<file path="src/rtl/register_file.sv">
// Purpose: 32 x 32-bit general-purpose register file, two combinational read ports and one write port, r0 reads zero.
// Latency: reads are zero-cycle (with same-cycle write bypass); writes commit at the rising clk edge.
// Backpressure: none; every write is accepted and the read ports are always valid.
module register_file #(
    parameter int DATA_WIDTH = 32,
    parameter int ADDR_WIDTH = 5
) (
    input  logic                  clk,
    input  logic                  rst_n,
    input  logic [ADDR_WIDTH-1:0] read_reg_1,
    input  logic [ADDR_WIDTH-1:0] read_reg_2,
    input  logic [ADDR_WIDTH-1:0] write_reg,
    input  logic [DATA_WIDTH-1:0] write_data,
    input  logic                  regWrite,
    output logic [DATA_WIDTH-1:0] read_data_1,
    output logic [DATA_WIDTH-1:0] read_data_2
);

    localparam int DEPTH = 2 ** ADDR_WIDTH;

    logic [DATA_WIDTH-1:0] regs [DEPTH];

    // A write only counts when enabled and not aimed at r0. Held off
    // during reset so the bypass path cannot leak data while the array
    // is being forced to zero.
    logic wr_vld;
    assign wr_vld = regWrite && (write_reg != '0) && rst_n;

    // Per-port bypass hit: the port is reading the register WB is
    // writing this cycle, so it must see the incoming data now.
    logic bypass_1;
    logic bypass_2;
    assign bypass_1 = wr_vld && (read_reg_1 == write_reg);
    assign bypass_2 = wr_vld && (read_reg_2 == write_reg);

    // Storage: asynchronous clear of every entry, otherwise commit the
    // write on the rising edge. Entry 0 is never written after reset.
    always_ff @(posedge clk or negedge rst_n) begin
        if (!rst_n) begin
            for (int i = 0; i < DEPTH; i++) begin
                regs[i] <= '0;
            end
        end else if (wr_vld) begin
            regs[write_reg] <= write_data;
        end
    end

    // Read port 1: r0 always zero, reset forces zero regardless of the
    // array timing, bypass takes priority over the stored value.
    always_comb begin
        read_data_1 = '0;
        if (read_reg_1 == '0 || !rst_n) begin
            read_data_1 = '0;
        end else if (bypass_1) begin
            read_data_1 = write_data;
        end else begin
            read_data_1 = regs[read_reg_1];
        end
    end

    // Read port 2: same selection as port 1, fully independent.
    always_comb begin
        read_data_2 = '0;
        if (read_reg_2 == '0 || !rst_n) begin
            read_data_2 = '0;
        end else if (bypass_2) begin
            read_data_2 = write_data;
        end else begin
            read_data_2 = regs[read_reg_2];
        end
    end

endmodule

</file>
<file path="config.mk">
export PLATFORM = sky130hd
export DESIGN_NAME = register_file
export DESIGN_NICKNAME = d
export VERILOG_FILES = /design/src/rtl/register_file.sv
export SDC_FILE = /design/constraint.sdc
export NUM_CORES = 2
export LEC_CHECK = 0
export BUFFER_PORTS_ARGS = -buffer_cell sky130_fd_sc_hd__buf_2
export CAP_MARGIN = 30
export CORE_UTILIZATION = 25
export CTS_BUF_LIST = sky130_fd_sc_hd__clkbuf_8 sky130_fd_sc_hd__clkbuf_16
export CTS_CLUSTER_SIZE = 12
export DETAILED_ROUTE_END_ITERATION = 16
export GPL_ROUTABILITY_DRIVEN = 0
export PLACE_DENSITY = 0.48
export SETUP_SLACK_MARGIN = 0.4
export SYNTH_ARGS = -nofsm -noshare
export SYNTH_HDL_FRONTEND = slang
export SYNTH_SLANG_ARGS = --single-unit
</file>
<file path="constraint.sdc">
create_clock -name clk -period 2.8 [get_ports clk]
set_input_delay 0.42 -clock clk [delete_from_list [all_inputs] [get_ports clk]]
set_output_delay 0.42 -clock clk [all_outputs]
set_load 0.1 [all_outputs]
</file>
==> flow_summary.yaml <==
run_status:
  status: "finished with violations"
  violations: "negative setup slack"
worst_setup_path:
  r2r-start: "regs[55]"
  rrSetupSlack_ps: 1890
  crit_chain: "mux4_2 > nor2b_4 > a211oi_2 > a21oi_2 > a221o_4 > buf_12"
  critPathKind: "flop to output port"
  reg2regPathDepth: 2
  path_buf_inv: 1
  reg2reg_to: "regs[55]"
  cp-end-kind: "output port"
  crit_path_end: "read_data_1[15]"
  crit_family: "compound AO/OA/AOI/OAI gates"
  crit_start: "regs[911]"
  crit_slowest_cell: "mux4_2"
  worstPathRequired_ps: 2380
  slowest_delay_ps: 480
  cp-start-kind: "flop"
  arrival_ps: 2710
  cp.depth: 6
  crit_fanout: 3
yosys:
  synth_most_common_cell: "dfrtp_1"
  synthCells: 3828
  synthArstFlopShare: 1.00
  synth_enable_flop_cells: 0
  avgSynthCellArea_um2: 14.5
  yosysSeqAreaShare: 0.462
  yosys-top-cells-count: "dfrtp_1, mux2_2, mux4_2, mux2i_1, clkbuf_1"
  synth_ff_type: "dfrtp_1"
  synth.distinct_cells: 36
  ys_ff_latch: 1024
  synth_top_area_frac: 0.462
  netlist_area_um2: 55500
  syn_nets: 3878
  synth_area_leaders: "dfrtp_1, mux2_2, mux4_2, mux2i_1, a221oi_1"
  synth_top_cell_by_area: "dfrtp_1"
  synth_warnings: 0
power:
  pwr-share-clk: 0.372
  cell_internal_pwr_mw: 30.5
  p_switching_mw: 12.1
  power.density_nw_per_um2: 604
  seq_power_share: 0.425
  swShare: 0.283
  p_leak_nw: 30.7
  p_comb_frac: 0.203
  ir_worst_vdd_uv: 434
final_layout:
  layout.cells.non_filler: 7203
  regMostFlops: "regs"
  design_area_um2: 70600
  post-route-util: 0.320
  drive_above_1_share: 0.583
  area_growth_pct: 27.2
  layout.nets: 4196
  top_regs: "regs: 1024 flops"
  largest_register_ffs: 1024
flow_run:
  maxCapViolations: 0
timing:
  period_needed_ps: 3130
  fin_ws_ps: -334
  rsz0062_at_grt: "yes"
  drv_slew: 0
  period_share: 1.12
  hold_ws_ps: 124
  finClkSkew_ps: 0
  setup_violations: 64
  timing_hold_violations_final: 0
  max_slew.worst_pin.slew_ps: 977
  max_freq_mhz: 319
  slew_headroom: 0.349
  fin_setup_tns_ps: -14410
placement:
  numPortBuffers: 113
  dp_cells: 6959
  hpwlAfterDp_um: 127000
  place_area_um2: 65200
cts:
  tritoncts: "yes"
  cts_max_level: 3
  cts_root_buf: "clkbuf_16"
  numCtsBuffers: 115
  path_clk_slew_ps: 60
  clockBufferDepth: 3
  clk_latency_ps: 750
  cts.sinks: 1024
die:
  die_area_um2: 224000
  core-area_um2: 220000
  die_w_um: 473
  die-height_um: 473
  initial_core_util: 0.252
  pin_count: 114
  placementRows: 172
route:
  drt_iter0_drc: 2280
  first_pass_iters: 5
  vias: 36600
  routed_via_density: 5.08
  drc: 0
  detail_route.wl_per_cell_um: 27.1
  ant_nets: 0
  drt-total-wl_um: 195000
global_routing:
  busiest_layer: "met2"
  grt_use_met1: 0.226
  grt_pass1_wl_um: 286000
  met2_usage: 0.298
  grt_pass1_vias: 38800
  gr-usage-met3: 0.0177
  antenna_found_initial: 4
  grt_util_all_layers: 0.173
  grt_start_max_net_pins: 163
  grt_overflow: 0
hold_path:
  min_path_type: "input port to flop"
  holdPathStages: 2
==> layout make-up <==
type	instances	area, um^2
fill	21500	150000
multi-input combinational	2360	29900
sequential	1024	25600
timing repair buffer	643	7370
tap	2958	3700
clock buffer	145	3310
clock inverter	66	634
antenna	5	12.5
inverter	2	7.51
==> how the worst min path moves through the flow <==
stage	start	endpoint	slack, ps
6_report	write_data[7]	regs[423]	120
2_1_floorplan	rst_n	regs[0]	120
3_3_place_gp	regs[995]	regs[995]	380
5_1_grt	write_data[7]	regs[423]	110
4_1_cts	write_data[7]	regs[487]	40
3_5_place_dp	regs[1009]	regs[1009]	380
==> metrics by stage <==
step                power, mW  setup WS [ps]
floorplan                23.6            245
global placement         26.4           -542
detailed placement       26.6           -509
CTS                      42.9           -393
global route             44.4           -410
finish                   42.6           -334
==> layout by cell type (no fill, tap or decap), types with 36 or more instances in the layout <==
cell,n
a211oi_2,68
buf_4,385
mux2_2,954
dfrtp_1,1024
a21oi_1,50
mux2i_1,309
nor2b_1,44
a21oi_2,45
buf_2,40
buf_12,200
clkbuf_16,118
a22oi_1,36
o21bai_1,64
mux2_1,38
mux4_2,384
a221oi_1,121
==> power groups by stage <==
stage,clock network [mW],registers (mW),logic [mW]
after global placement,0,18.2,8.19
after CTS,16.3,18.1,8.54
after floorplan,0,17.9,5.70
after global routing,16.8,18.4,9.17
after detailed placement,0,18.3,8.28
final,15.9,18.1,8.64
==> layer usage <==
layer,share of wire,wire length (um),vias to the layer above
met2,0.50,98600,738
met5,0,0,-
met1,0.43,84500,20100
met3,0.032,6250,257
li1,-,-,15600
met4,0.031,6150,0
==> kinds of logic (layout without fill, tap and decap cells) <==
group	count (synthesis)	in the layout	share of synthesized area
mux	1696	1696	0.415
other cells	0	5	0
compound gates	518	518	0.0709
flops	1024	1024	0.462
simple gates	136	136	0.0137
buf+inv	444	856	0.0369
xor+xnor	10	10	0.00158
==> what timing repair did <==
item | CTS | global route
pin swaps | 157 | 44
gates cloned | 0 | 1
endpoints found under the hold margin | 14 | 0
setup endpoints to repair | 64 | 64
hold buffers | 1 | 0
resized for setup | 152 | 88
buffers inserted | 9 | 16
Note: power is estimated with default switching activity, not from simulation.
